### src/rtl/seg_scan_ctrl.sv
// Digit-scan scheduler for the 6-digit price display: active-low digit rotation with
// blanking gap, per-group blink, and a frame-synchronous double buffer for the prices.
module seg_scan_ctrl #(
  parameter int unsigned SCAN_CYC     = 50000,
  parameter int unsigned BLANK_CYC    = 500,
  parameter int unsigned BLINK_FRAMES = 250
) (
  input  logic       clk,
  input  logic       rst,
  input  logic       disp_en,
  input  logic       upd_vld,
  output logic       upd_rdy,
  input  logic [6:0] price_put_in,
  input  logic [6:0] price_need_in,
  input  logic [6:0] price_out_in,
  input  logic [2:0] blink_en,
  output logic [5:0] sel,
  output logic [6:0] price_put,
  output logic [6:0] price_need,
  output logic [6:0] price_out,
  output logic       frame_done
);

  localparam int unsigned SHOW_CYC = SCAN_CYC - BLANK_CYC;
  localparam int unsigned CW       = $clog2(SCAN_CYC);
  localparam int unsigned FW       = (BLINK_FRAMES > 1) ? $clog2(BLINK_FRAMES) : 1;

  localparam logic [CW-1:0] SHOW_LAST  = CW'(SHOW_CYC - 1);
  localparam logic [CW-1:0] SLOT_LAST  = CW'(SCAN_CYC - 1);
  localparam logic [FW-1:0] FRAME_LAST = FW'(BLINK_FRAMES - 1);

  localparam logic [1:0] ST_IDLE  = 2'd0;
  localparam logic [1:0] ST_SHOW  = 2'd1;
  localparam logic [1:0] ST_BLANK = 2'd2;

  logic [1:0]    state_q, state_d;
  logic [2:0]    idx_q, idx_d;
  logic [CW-1:0] cnt_q, cnt_d;
  logic [FW-1:0] fcnt_q, fcnt_d;
  logic          phase_q, phase_d;
  logic [5:0]    sel_q, sel_d;
  logic          frame_done_q, frame_done_d;
  logic          pending_q, pending_d;
  logic          upd_rdy_q, upd_rdy_d;
  logic [6:0]    sh_put_q, sh_put_d;
  logic [6:0]    sh_need_q, sh_need_d;
  logic [6:0]    sh_out_q, sh_out_d;
  logic [6:0]    put_q, put_d;
  logic [6:0]    need_q, need_d;
  logic [6:0]    out_q, out_d;
  logic          blink_hit;
  logic          capture;
  logic          commit;

  function automatic logic [6:0] sat99(input logic [6:0] v);
    return (v > 7'd99) ? 7'd99 : v;
  endfunction

  // Scan sequencing
  always_comb begin
    state_d = state_q;
    idx_d   = idx_q;
    cnt_d   = cnt_q;
    fcnt_d  = fcnt_q;
    phase_d = phase_q;
    if (!disp_en) begin
      state_d = ST_IDLE;
      idx_d   = '0;
      cnt_d   = '0;
    end else begin
      case (state_q)
        ST_IDLE: begin
          state_d = ST_SHOW;
          idx_d   = '0;
          cnt_d   = '0;
        end
        ST_SHOW: begin
          cnt_d = cnt_q + 1'b1;
          if (cnt_q == SHOW_LAST) state_d = ST_BLANK;
        end
        ST_BLANK: begin
          if (cnt_q == SLOT_LAST) begin
            cnt_d   = '0;
            state_d = ST_SHOW;
            if (idx_q == 3'd5) begin
              idx_d = '0;
              if (fcnt_q == FRAME_LAST) begin
                fcnt_d  = '0;
                phase_d = ~phase_q;
              end else begin
                fcnt_d = fcnt_q + 1'b1;
              end
            end else begin
              idx_d = idx_q + 3'd1;
            end
          end else begin
            cnt_d = cnt_q + 1'b1;
          end
        end
        default: begin
          state_d = ST_IDLE;
          idx_d   = '0;
          cnt_d   = '0;
        end
      endcase
    end
  end

  // Outputs are decoded from the next-state values so the registered pins line up with the state
  always_comb begin
    case (idx_d)
      3'd0, 3'd1: blink_hit = blink_en[0];
      3'd2, 3'd3: blink_hit = blink_en[1];
      default:    blink_hit = blink_en[2];
    endcase
    sel_d = '1;
    if (state_d == ST_SHOW && !(phase_d && blink_hit)) sel_d = ~(6'b1 << idx_d);
    frame_done_d = (state_d == ST_BLANK) && (idx_d == 3'd5) && (cnt_d == SLOT_LAST);
  end

  // A capture can only happen with nothing pending, so it never lands in the current commit
  always_comb begin
    capture   = upd_vld && upd_rdy_q;
    commit    = pending_q && (frame_done_q || state_q == ST_IDLE);
    pending_d = pending_q;
    sh_put_d  = sh_put_q;
    sh_need_d = sh_need_q;
    sh_out_d  = sh_out_q;
    put_d     = put_q;
    need_d    = need_q;
    out_d     = out_q;
    if (capture) begin
      pending_d = 1'b1;
      sh_put_d  = sat99(price_put_in);
      sh_need_d = sat99(price_need_in);
      sh_out_d  = sat99(price_out_in);
    end else if (commit) begin
      pending_d = 1'b0;
      put_d     = sh_put_q;
      need_d    = sh_need_q;
      out_d     = sh_out_q;
    end
    upd_rdy_d = ~pending_d;
  end

  always_ff @(posedge clk) begin
    if (rst) begin
      state_q      <= ST_IDLE;
      idx_q        <= '0;
      cnt_q        <= '0;
      fcnt_q       <= '0;
      phase_q      <= 1'b0;
      sel_q        <= '1;
      frame_done_q <= 1'b0;
      pending_q    <= 1'b0;
      upd_rdy_q    <= 1'b1;
      sh_put_q     <= '0;
      sh_need_q    <= '0;
      sh_out_q     <= '0;
      put_q        <= '0;
      need_q       <= '0;
      out_q        <= '0;
    end else begin
      state_q      <= state_d;
      idx_q        <= idx_d;
      cnt_q        <= cnt_d;
      fcnt_q       <= fcnt_d;
      phase_q      <= phase_d;
      sel_q        <= sel_d;
      frame_done_q <= frame_done_d;
      pending_q    <= pending_d;
      upd_rdy_q    <= upd_rdy_d;
      sh_put_q     <= sh_put_d;
      sh_need_q    <= sh_need_d;
      sh_out_q     <= sh_out_d;
      put_q        <= put_d;
      need_q       <= need_d;
      out_q        <= out_d;
    end
  end

  assign sel        = sel_q;
  assign frame_done = frame_done_q;
  assign upd_rdy    = upd_rdy_q;
  assign price_put  = put_q;
  assign price_need = need_q;
  assign price_out  = out_q;

endmodule

### config.mk
export PLATFORM = sky130hd
export DESIGN_NAME = seg_scan_ctrl
export DESIGN_NICKNAME = d
export VERILOG_FILES = /design/src/rtl/seg_scan_ctrl.sv
export SDC_FILE = /design/constraint.sdc
export NUM_CORES = 1
export LEC_CHECK = 0
export CORE_MARGIN = 5
export CORE_UTILIZATION = 45
export DETAILED_ROUTE_END_ITERATION = 8
export PLACE_DENSITY = 0.79
export SLEW_MARGIN = 5
export SYNTH_ARGS = -nofsm -noshare
export SYNTH_HDL_FRONTEND = slang
export SYNTH_SLANG_ARGS = --single-unit
### constraint.sdc
create_clock -name clk -period 6.4 [get_ports clk]
set_input_delay 1.28 -clock clk [delete_from_list [all_inputs] [get_ports clk]]
set_output_delay 1.28 -clock clk [all_outputs]
set_load 0.05 [all_outputs]
==> flow_summary.json <==
{
  "regArea_mm2": 0.001622,
  "fillers": 712,
  "postCtsHoldBufs": 0,
  "min_path_type": "flop to flop",
  "crit_arrival_ns": 3.29,
  "synth_warnings": 0,
  "syn_area_per_cell_um2": 8.402,
  "synth.most_common_cell": "dfxtp_1",
  "synth_compound_area_frac": 0.1337,
  "critPathLaunchType": "primary input",
  "synth_top_cells_by_area": "dfxtp_1 (46%), nand2_1 (7.7%), nor2_1 (5.3%), a21oi_1 (4.8%), xor2_1 (3.2%)",
  "numCtsBuffers": 9,
  "crit_required_ns": 6.60,
  "cts_tree": "yes",
  "ys.flop_type": "dfxtp_1",
  "finalSetupViolCount": 0,
  "worst-setup-path-type": "primary input to flop",
  "cpPeakStageDelay_ns": 0.73,
  "cts-root-buf": "clkbuf_8",
  "grt_max_degree": 53,
  "cts_resized": 0,
  "crit_chain": "clkdlybuf4s50_1 -> nand2_1 -> nand3b_1 -> nand2_1 -> a21oi_1",
  "fin_cells": 571,
  "portBuffers": 56,
  "fin_skew_ns": 0.01004,
  "vdd_ir_drop_max_mv": 0.1017,
  "fp.coreArea_mm2": 0.007687,
  "routed_wl_mm": 7.742,
  "multi_input_area_mm2": 0.001763,
  "fin_area_mm2": 0.004343,
  "fp-row-count": 32,
  "end_kind": "flop",
  "timing.rr.start": "cnt_q[0]",
  "holdPathEnd": "price_out[5]",
  "regToRegSetupSlack_ns": 3.93,
  "die_w_um": 98.66,
  "placed_cell_area_mm2": 0.004128,
  "clock_path_buffers": 2,
  "swShare": 0.2392,
  "overflow": 0,
  "critPathMostFrequentCell": "nand2_1",
  "synthAdderAreaFrac": 0.02476,
  "post-route-util": 0.5649,
  "synthDistinctLibCells": 50,
  "antenna_found_initial": 0,
  "p_int_w": 0.0007672,
  "fin_setup_tns_ns": 0,
  "post_cts_buffers": 0,
  "worst_slew_pin_slew_ns": 1.066,
  "synthArstFlopShare": 0,
  "max_clock_freq_mhz": 323.7,
  "hold_path_depth": 2,
  "clk_pin_slew_ns": 0.08,
  "die_y_um": 98.66,
  "period_share": 0.4826,
  "syn_nets": 456,
  "die-area_mm2": 0.009734,
  "slew_headroom": 0.2846,
  "ios": 57,
  "min_period_ns": 3.089,
  "vias_per_cell": 5.347,
  "rsz0062_at_grt": "false",
  "p_sw_w": 0.0002412,
  "reg2reg_depth": 7,
  "hold_start": "sh_out_q[5]",
  "dp_hpwl_mm": 5.639,
  "synthMuxAreaShare": 0.01486,
  "fin_nets": 500,
  "drive_above_1_share": 0.05757,
  "yosys.area_share.simple": 0.2692,
  "insertion_delay_ns": 0.36,
  "htree_levels": 3,
  "synthToLayoutAreaGrowth_pct": 22.78,
  "dr_total_vias": 3053,
  "grt_pass1_wl_mm": 13.21,
  "drt_iter0_drc": 145,
  "initial_core_util": 0.4601,
  "dr.pass1.iters": 4,
  "postSynthRegisterBits": 81,
  "wl_per_cell_um": 13.56,
  "grtUsageTotal": 0.1657,
  "ys_top_cells_by_count": "dfxtp_1 (81), nand2_1 (73), nor2_1 (50), a21oi_1 (34), clkbuf_1 (16)",
  "comb_power_share": 0.076,
  "hold_viol_final": 0,
  "power_density_mw_per_mm2": 232.2,
  "synth_area_leader_cell": "dfxtp_1",
  "drv_cap": 0,
  "drv_slew": 0,
  "p_leak_nw": 1.527,
  "cts_sinks": 81,
  "synth_top_family_by_area": "simple AND/OR/NAND/NOR gates",
  "placed_cells": 556,
  "drc": 0,
  "yosysTopAreaCellShare": 0.4584,
  "outcome": "finished, final reports clean",
  "synthXorXnorAreaFrac": 0.05447,
  "pwr-share-seq": 0.518,
  "p_clk_frac": 0.405,
  "syn_inst": 421,
  "antenna_cells": 0,
  "synth-edff-count": 0,
  "ys_seq_area_frac": 0.4584,
  "antenna_left": 0,
  "gp_congestion": 0.8410,
  "rr_endpoint": "sel[0]",
  "worst-path-max-fanout": 21,
  "crit_slowest_cell": "nand3b_1",
  "syn_area_mm2": 0.003537,
  "first_global_vias": 2818
}
## stage by stage
| step | hold WS (ns) | setup WS, ns | total power [W] |
|---|---|---|---|
| final | 0.4552 | 3.311 | 0.001008 |
| after global routing | 0.4776 | 3.116 | 0.001045 |
| after floorplan | 0.4322 | 3.923 | 0.0005778 |
| after detailed placement | 0.4471 | 2.923 | 0.0006118 |
| after global placement | 0.4355 | 3.023 | 0.0006095 |
| after CTS | 0.4472 | 3.309 | 0.001015 |
## logic make-up (layout without fill, tap and decap cells)
logic type      after synthesis  count (layout)
compound gates               74              74
xor+xnor                     22              22
fa+ha+maj                     7               7
buf+inv                      38              86
flops                        81              81
mux                           5               5
simple gates                194             194
## sequential cells by signal, indices dropped and copies added (netlist names)
| name | flops |
|---|---|
| sh_put_q | 7 |
| price_put | 7 |
| price_need | 7 |
| idx_q | 3 |
| upd_rdy | 1 |
| sh_need_q | 7 |
| cnt_q | 16 |
| fcnt_q | 8 |
| phase_q | 1 |
| frame_done | 1 |
| price_out | 7 |
| state_q | 2 |
| sh_out_q | 7 |
| sel | 6 |
| pending_q | 1 |
## cells in the final DEF, fill, tap and decap left out, drive strengths merged, types with 6 or more instances in the layout
master	netlist	routed
a21oi	34	34
a22oi	10	10
and3	9	9
clkbuf	17	9
clkdlybuf4s50	0	55
dfxtp	81	81
ha	7	7
inv	14	15
nand2	74	74
nand3	9	9
nand4	12	12
nor2	50	50
nor3	11	11
nor4	6	6
o211ai	8	8
o21ai	6	6
xnor2	9	9
xor2	13	13
## critical path, delay by kind of cell
kind	cells	cell delay, ns
compound gates	1	0.09
buf+inv	1	0.41
simple gates	3	1.50
## layer usage
layer	vias up	wire length, µm	global-route usage
li1	1540	-	-
met4	0	125	0.06408
met3	12	367	0.04388
met5	-	0	0
met1	1439	3213	0.1963
met2	62	4036	0.2860
## how the worst max path moves through the flow
stage                       start            end  slack (ns)  depth (start not counted)
after detailed placement  upd_vld   price_put[2]        2.92                          5
after CTS                 upd_vld   price_put[2]        3.31                          5
after global placement    upd_vld   price_put[2]        3.02                          5
after global routing      upd_vld   price_put[2]        3.12                          5
final                     upd_vld  price_need[1]        3.31                          5
after floorplan           disp_en         sel[0]        3.92                          5
## cell type report
type	instances	area share
well taps	102	0.02939
inverters	14	0.01210
flip-flops and latches	81	0.3734
clock buffers	9	0.02852
multi-input cells	302	0.4059
repair buffers	57	0.1296
clock inverters	6	0.02103
## power by group through the flow
stage | clock (W) | combinational (W) | sequential, W
detailed placement | 0 | 0.0000773 | 0.000535
global route | 0.000436 | 0.0000847 | 0.000524
floorplan | 0 | 0.0000349 | 0.000543
global placement | 0 | 0.0000756 | 0.000534
CTS | 0.000415 | 0.0000777 | 0.000523
finish | 0.000409 | 0.0000770 | 0.000523
(Power assumes the default switching activity.)
